### config.mk
export PLATFORM = sky130hd
export DESIGN_NAME = fetch_unit_flat
export DESIGN_NICKNAME = d
export VERILOG_FILES = /design/src/rtl/cpu_pkg.sv /design/src/rtl/fetch_unit_if.sv /design/src/rtl/fetch_fifo.sv /design/src/rtl/fetch_unit.sv /design/src/flat_wrapper.sv
export SDC_FILE = /design/constraint.sdc
export NUM_CORES = 1
export LEC_CHECK = 0
export ABC_AREA = 1
export BUFFER_PORTS_ARGS = -buffer_cell sky130_fd_sc_hd__buf_2
export CAP_MARGIN = 20
export CORE_ASPECT_RATIO = 1.25
export CORE_MARGIN = 3
export CORE_UTILIZATION = 58
export CTS_CLUSTER_DIAMETER = 100
export DETAILED_ROUTE_END_ITERATION = 16
export GPL_TIMING_DRIVEN = 0
export PLACE_DENSITY_LB_ADDON = 0.15
export SLEW_MARGIN = 25
export SYNTH_ARGS = -nofsm -noshare
export SYNTH_HDL_FRONTEND = slang
export SYNTH_SLANG_ARGS = --single-unit
### constraint.sdc
create_clock -name clk -period 12.24 [get_ports clk]
set_input_delay 1.224 -clock clk [delete_from_list [all_inputs] [get_ports clk]]
set_output_delay 1.224 -clock clk [all_outputs]
set_load 0.005 [all_outputs]
### src/rtl/cpu_pkg.sv
// Shared CPU definitions used by the fetch stage: word size, the ecall
// encoding, PC increment and the fetch state encoding.
package cpu_pkg;

  localparam int          XLEN       = 32;
  localparam logic [31:0] INSN_ECALL = 32'h0000_0073;
  localparam logic [31:0] PC_STEP    = 32'd4;

  typedef enum logic [1:0] {
    FS_BOOT,
    FS_RUN,
    FS_HALT
  } fetch_state_e;

endpackage

### src/rtl/fetch_unit_if.sv
// Fetch-stage bus: instruction-memory side (pc/iready/ins), redirect input
// from execute, and the valid/ready channel toward decode.
interface fetch_unit_if;
  import cpu_pkg::*;

  logic [XLEN-1:0] pc;
  logic            iready;
  logic [XLEN-1:0] ins;
  logic            redirect;
  logic [XLEN-1:0] redirect_pc;
  logic            out_valid;
  logic            out_ready;
  logic [XLEN-1:0] out_pc;
  logic [XLEN-1:0] out_ins;
  logic            halted;

  // The fetch unit drives the bus.
  modport master (
    output pc, iready, out_valid, out_pc, out_ins, halted,
    input  ins, redirect, redirect_pc, out_ready
  );

  // Memory, execute and decode together form the other side.
  modport slave (
    input  pc, iready, out_valid, out_pc, out_ins, halted,
    output ins, redirect, redirect_pc, out_ready
  );
endinterface

### src/rtl/fetch_fifo.sv
// DEPTH-entry synchronous FIFO of {pc, ins} pairs. Flush wins over push and
// pop. Head outputs read as zero while empty. DEPTH must be a power of two
// so the pointers wrap naturally.
module fetch_fifo
  import cpu_pkg::*;
#(
  parameter  int DEPTH = 2,
  localparam int AW    = $clog2(DEPTH),
  localparam int CW    = AW + 1
) (
  input  logic            clk,
  input  logic            rst_n,
  input  logic            flush,
  input  logic            push,
  input  logic            pop,
  input  logic [XLEN-1:0] push_pc,
  input  logic [XLEN-1:0] push_ins,
  output logic [XLEN-1:0] head_pc,
  output logic [XLEN-1:0] head_ins,
  output logic [CW-1:0]   count,
  output logic            full,
  output logic            empty
);

  logic [XLEN-1:0] pc_mem  [DEPTH];
  logic [XLEN-1:0] ins_mem [DEPTH];
  logic [AW-1:0]   wptr;
  logic [AW-1:0]   rptr;
  logic            push_ok;
  logic            pop_ok;

  assign full     = (count == CW'(DEPTH));
  assign empty    = (count == '0);
  assign push_ok  = push && !full && !flush;
  assign pop_ok   = pop && !empty && !flush;
  assign head_pc  = empty ? '0 : pc_mem[rptr];
  assign head_ins = empty ? '0 : ins_mem[rptr];

  // Storage is data only; it is never reset, occupancy is tracked by count.
  always_ff @(posedge clk) begin
    if (push_ok) begin
      pc_mem[wptr]  <= push_pc;
      ins_mem[wptr] <= push_ins;
    end
  end

  // Pointers and occupancy; flush clears everything in one edge.
  always_ff @(posedge clk or negedge rst_n) begin
    if (!rst_n) begin
      wptr  <= '0;
      rptr  <= '0;
      count <= '0;
    end else if (flush) begin
      wptr  <= '0;
      rptr  <= '0;
      count <= '0;
    end else begin
      if (push_ok) wptr <= wptr + AW'(1);
      if (pop_ok)  rptr <= rptr + AW'(1);
      case ({push_ok, pop_ok})
        2'b10:   count <= count + CW'(1);
        2'b01:   count <= count - CW'(1);
        default: count <= count;
      endcase
    end
  end

endmodule

### src/rtl/fetch_unit.sv
// Instruction fetch: owns the PC, fetches one word per cycle from imem into
// a small FIFO toward decode, flushes on redirect and stops after ecall.
module fetch_unit
  import cpu_pkg::*;
#(
  parameter logic [31:0] RESET_PC = 32'h0000_0000,
  parameter int          DEPTH    = 2
) (
  input  logic         clk,
  input  logic         rst_n,
  fetch_unit_if.master bus
);

  localparam int CW = $clog2(DEPTH) + 1;

  fetch_state_e    state;
  fetch_state_e    state_nx;
  logic [XLEN-1:0] pc_q;
  logic [CW-1:0]   fifo_count;
  logic            fifo_full;
  logic            fifo_empty;
  logic            push;
  logic            pop;
  logic            iready;
  logic            out_valid;

  // State register; any reset returns to BOOT for one idle cycle.
  always_ff @(posedge clk or negedge rst_n) begin
    if (!rst_n) state <= FS_BOOT;
    else        state <= state_nx;
  end

  // Next state plus the fetch/deliver gating; redirect overrides everything.
  always_comb begin
    state_nx  = state;
    iready    = 1'b0;
    out_valid = 1'b0;
    if (!bus.redirect) begin
      iready    = (state == FS_RUN) && (fifo_count < CW'(DEPTH));
      out_valid = !fifo_empty;
    end
    case (state)
      FS_BOOT: state_nx = FS_RUN;
      FS_RUN:  if (iready && bus.ins == INSN_ECALL) state_nx = FS_HALT;
      FS_HALT: state_nx = FS_HALT;
      default: state_nx = FS_BOOT;
    endcase
    if (bus.redirect) state_nx = FS_RUN;
  end

  assign push = iready && !fifo_full;
  assign pop  = out_valid && bus.out_ready;

  // Program counter: redirect target (word aligned) or sequential advance.
  always_ff @(posedge clk or negedge rst_n) begin
    if (!rst_n)            pc_q <= RESET_PC;
    else if (bus.redirect) pc_q <= {bus.redirect_pc[XLEN-1:2], 2'b00};
    else if (push)         pc_q <= pc_q + PC_STEP;
  end

  fetch_fifo #(.DEPTH(DEPTH)) u_fifo (
    .clk      (clk),
    .rst_n    (rst_n),
    .flush    (bus.redirect),
    .push     (push),
    .pop      (pop),
    .push_pc  (pc_q),
    .push_ins (bus.ins),
    .head_pc  (bus.out_pc),
    .head_ins (bus.out_ins),
    .count    (fifo_count),
    .full     (fifo_full),
    .empty    (fifo_empty)
  );

  assign bus.pc        = pc_q;
  assign bus.iready    = iready;
  assign bus.out_valid = out_valid;
  assign bus.halted    = (state == FS_HALT);

endmodule

### src/flat_wrapper.sv
// flat-port wrapper written by rule: the top's interface ports become plain ports
module fetch_unit_flat import cpu_pkg::*;
#(
  parameter logic [31:0] RESET_PC = 32'h0000_0000,
  parameter int          DEPTH    = 2
)
  (clk, rst_n, bus_pc, bus_iready, bus_out_valid, bus_out_pc, bus_out_ins, bus_halted, bus_ins, bus_redirect, bus_redirect_pc, bus_out_ready);
  fetch_unit_if bus_i ();
  input  logic clk;
  input  logic rst_n;
  output wire logic [$bits(bus_i.pc)-1:0] bus_pc;
  output wire logic [$bits(bus_i.iready)-1:0] bus_iready;
  output wire logic [$bits(bus_i.out_valid)-1:0] bus_out_valid;
  output wire logic [$bits(bus_i.out_pc)-1:0] bus_out_pc;
  output wire logic [$bits(bus_i.out_ins)-1:0] bus_out_ins;
  output wire logic [$bits(bus_i.halted)-1:0] bus_halted;
  input wire logic [$bits(bus_i.ins)-1:0] bus_ins;
  input wire logic [$bits(bus_i.redirect)-1:0] bus_redirect;
  input wire logic [$bits(bus_i.redirect_pc)-1:0] bus_redirect_pc;
  input wire logic [$bits(bus_i.out_ready)-1:0] bus_out_ready;
  assign bus_pc = bus_i.pc;
  assign bus_iready = bus_i.iready;
  assign bus_out_valid = bus_i.out_valid;
  assign bus_out_pc = bus_i.out_pc;
  assign bus_out_ins = bus_i.out_ins;
  assign bus_halted = bus_i.halted;
  assign bus_i.ins = bus_ins;
  assign bus_i.redirect = bus_redirect;
  assign bus_i.redirect_pc = bus_redirect_pc;
  assign bus_i.out_ready = bus_out_ready;
  fetch_unit #(.RESET_PC(RESET_PC), .DEPTH(DEPTH)) u_core (.clk(clk), .rst_n(rst_n), .bus(bus_i));
endmodule
==> results.md <==
Worst setup path:
- The worst setup path is captured at an output port.
- The required time reported for the critical path endpoint is 11.02 ns.
- At the worst endpoint, the arrival time is 2.47 ns.
- The element type at the critical path start is an input pin.
- The largest fanout on the critical path is 10.
- The path type of the worst setup path is in -> out.

Timing:
- The post-route worst hold slack is 0.562 ns.
- Measured against its own limit, the worst slew margin works out to 40.9%.
- Derived from the worst setup path, the maximum achievable clock frequency is 271 MHz.
- The largest clock skew in the final design is 0.0125 ns.
- The total count of hold-check failures in the final report came to 0.
- The final count of pins violating max slew is 0.
- The part of the cycle the worst path needs is 30.2%.
- Setup repair after global routing left no endpoint under its margin.
- The worst path in the final design needs a cycle of 3.69 ns, including I/O delays and setup.
- Setup violations remaining at the end of the flow were counted as 0.
- The setup total negative slack is 0 ns.
- The transition time of the tightest slew-check pin is 0.887 ns.

Synth:
- The number of register bits inferred by synthesis is 160.
- The netlist area before placement is 7280 sq um.
- The total of warnings raised by yosys is 0.
- The unique cell type count in the Yosys netlist is 32.
- The average cell area after synthesis is 9.49 sq um.
- Sequential cells were found to cover 63.5% of the synthesized design area.
- The synthesized instance count is 767.

Placed design:
- The quantity of I/O buffers inserted on ports is 160.
- In this run, placement finished with an instance count of 1098.
- The weighted congestion reported at the end of routability-driven placement is 0.887.
- The total half-perimeter wirelength after legalization and detailed placement is 12500 um.

Power:
- The part of the total power dissipated in the clock network is 26.8%.
- Sequential cells account for 42.8% of the total power.
- In this run the power density over the cells is 213 nW/um^2.
- The analysis attributes to cell leakage a power of 0.00391 uW.
- The internal portion of the total power is 1230 uW.
- The switching power is 681 uW.
- The switching share of power is 35.6%.
- IR analysis of the VDD net gives a maximum drop of 0.114 mV.
- The combinational share of power is 30.5%.

Clock network:
- The count of instances resized after the clock tree is built is 0.
- TritonCTS built the clock tree.
- CTS built an H-tree with a depth of 4.
- The TritonCTS sink count is 160.
- The buffer count from post-CTS setup fixing is 0.
- The cell at the root of the clock tree is clkbuf_16.
- The maximum count of clock buffers along a single path is 2.
- Clock-pin slew was measured on the worst setup and hold paths at 0.06 ns.
- The hold buffer count at CTS is 0.
- The number of CTS-inserted buffers is 17.
- Clock latency on the worst-skew pair, taken at its later pin, is 0.41 ns.

Layout:
- The number of antenna diodes in the final layout is 0.
- In the final design database the tool counted 1025 nets.
- The post-route non-filler standard cell count is 1130.
- In the final layout, the share of cells above drive strength 1 is 22.4%.
- Compared with the post-synthesis result, the final layout area differs by 23.5%.
- The count of filler cells inserted in the layout is 953.

Floorplan:
- 167 I/O pins were placed.
- The number of standard-cell rows in the floorplan is 45.
- The initial utilization of the core area, before any placement, comes to 59.6%.
- Measured along the x axis, the die boundary spans 106 um.
- The die covers 13900 sq um.
- The die height is 131 um.
- The floorplan core area is 12200 sq um.

Routing:
- The number of routed nets with antenna violations is 0.
- In the routed layout, each cell is associated on average with a via count of 5.22.
- The total iterations of the first detailed-routing run is 5.
- The violation count after the first detailed-routing iteration is 365.
- The final route contains 5904 vias.
- After detailed routing, the total wire length is 17600 um.
- In the final routed layout, each cell accounts on average for 15.5 um.
- In the routed design, unresolved DRC markers number 0.

Status:
- The run finished with clean final reports.

Global route:
- For this run the aggregate overflow at the end of global routing stands at 0.
- The number of global-route vias before repair is 5739.
- The first global-routing pass estimated 27800 um of wire.
- The initial antenna violation count is 0.
- Entering global routing, the biggest net connects 37 pins.
- The global routing usage summed across all routing layers is 25.5%.

Hold path:
- The worst hold path belongs to the class reg -> reg.

Run:
- Across the run, the number of max-cap violations was 0.
[placed cells by master (no fill, tap or decap), drive strengths merged, types with 8 or more instances in the layout]
cell	n
o21ai	10
nand2	279
clkbuf	38
xor2	11
buf	175
o211ai	8
dfrtp	36
a21oi	64
nor2	83
nand3	45
inv	58
edfxtp	124
[synthesized netlist by cell type]
library cell | instances | area, sq um
clkbuf_1 | 21 | 78.8
or2_2 | 1 | 6.26
o21ai_1 | 6 | 30.0
a31oi_1 | 1 | 6.26
nor3_1 | 2 | 10.0
buf_4 | 7 | 52.6
inv_1 | 47 | 176
nand2_2 | 1 | 6.26
o31ai_1 | 1 | 7.51
buf_1 | 1 | 3.75
nand3_1 | 45 | 225
inv_2 | 3 | 11.3
nor2_4 | 2 | 22.5
conb_1 | 1 | 3.75
nand3b_1 | 1 | 7.51
xor2_1 | 11 | 96.3
dfrtp_1 | 36 | 901
nor2_2 | 1 | 6.26
edfxtp_1 | 124 | 3720
ha_1 | 4 | 50.1
and2_1 | 2 | 12.5
buf_2 | 3 | 15.0
nor2_1 | 80 | 300
nor3b_1 | 1 | 7.51
clkinv_1 | 1 | 3.75
a21oi_1 | 64 | 320
o21bai_1 | 4 | 30.0
xnor2_1 | 1 | 8.76
o211ai_1 | 8 | 60.1
nand4_1 | 5 | 31.3
o21ai_0 | 4 | 20.0
nand2_1 | 278 | 1040
[critical path: stages]
cell	delay [ns]
buf_2	0.18
clkbuf_1	0.47
buf_2	0.37
nor2_1	0.07
buf_2	0.14
[layout make-up]
| cell class | instances | area (sq um) | area share [%] |
|---|---|---|---|
| Clock inverter | 15 | 148 | 1.64 |
| Buffer | 32 | 150 | 1.67 |
| Sequential cell | 160 | 4620 | 51.5 |
| Timing Repair Buffer | 164 | 903 | 10.1 |
| Multi-Input combinational cell | 527 | 2340 | 26.0 |
| Inverter | 51 | 191 | 2.13 |
| Clock buffer | 17 | 425 | 4.73 |
| Tap cell | 164 | 205 | 2.28 |
[per-layer routing]
layer	share of wire (%)	vias to the layer above	global-route usage (%)	wire length [um]
met2	52	221	44.6	9170
met3	5.8	36	3.78	1010
met1	40	2747	31.4	6990
met4	2.2	0	10.4	387
met5	0	-	0	0
li1	-	2900	-	-
[state kept, by name (all words and copies together) (netlist names)]
| name | count |
|---|---|
| u_core.u_fifo.count | 2 |
| u_core.bus.pc | 30 |
| u_core.u_fifo.ins_mem | 64 |
| u_core.u_fifo.wptr | 1 |
| u_core.u_fifo.rptr | 1 |
| u_core.state | 2 |
| u_core.u_fifo.pc_mem | 60 |
[kinds of logic (layout without fill, tap and decap cells)]
group                    count (synthesis)  in the layout  share of synthesized area [%]
XOR/XNOR                                12             12                           1.44
AO/OA/AOI/OAI                           88             88                           6.52
other                                    1              4                         0.0515
AND/OR/NAND/NOR                        419            419                           23.1
buffers and inverters                   83            279                           4.69
adder cells (fa/ha/maj)                  4              4                          0.688
flip-flops                             160            160                           63.5
[through the flow]
step | util [%] | setup slack, ns | area (sq um) | total power, uW
final | 73.5 | 8.55 | 8990 | 1910
after global placement | 67.9 | 5.60 | 8300 | 1390
after global routing | 73.5 | 8.49 | 8990 | 2020
after detailed placement | 68.9 | 8.60 | 8410 | 1410
after floorplan | - | 7.44 | 7290 | 1130
after CTS | 73.5 | 8.59 | 8990 | 1920
[power groups by stage]
| stage | combinational [uW] | clock, uW | sequential [uW] |
|---|---|---|---|
| 2_1_floorplan | 322 | 0 | 810 |
| 3_3_place_gp | 550 | 0 | 836 |
| 3_5_place_dp | 583 | 0 | 828 |
| 4_1_cts | 589 | 515 | 817 |
| 5_1_grt | 651 | 537 | 833 |
| 6_report | 583 | 512 | 818 |
[path summary, 6_finish.rpt]
check                                              end  slack (ns)  cells past startpoint       startpoint
setup / recovery                         bus_out_valid        8.55                      5     bus_redirect
hold / removal                         u_core.state[0]        0.56                      2  u_core.state[0]
setup reg to reg           u_core.u_fifo.ins_mem[1][7]        9.50                      9  u_core.state[1]
hold reg to reg                        u_core.state[0]        0.56                      2  u_core.state[0]
max in group asynchronous              u_core.state[0]       10.75                      1            rst_n
min in group asynchronous            u_core.bus.pc[26]        0.93                      1            rst_n
No activity file was read; power rests on OpenSTA's default activity.
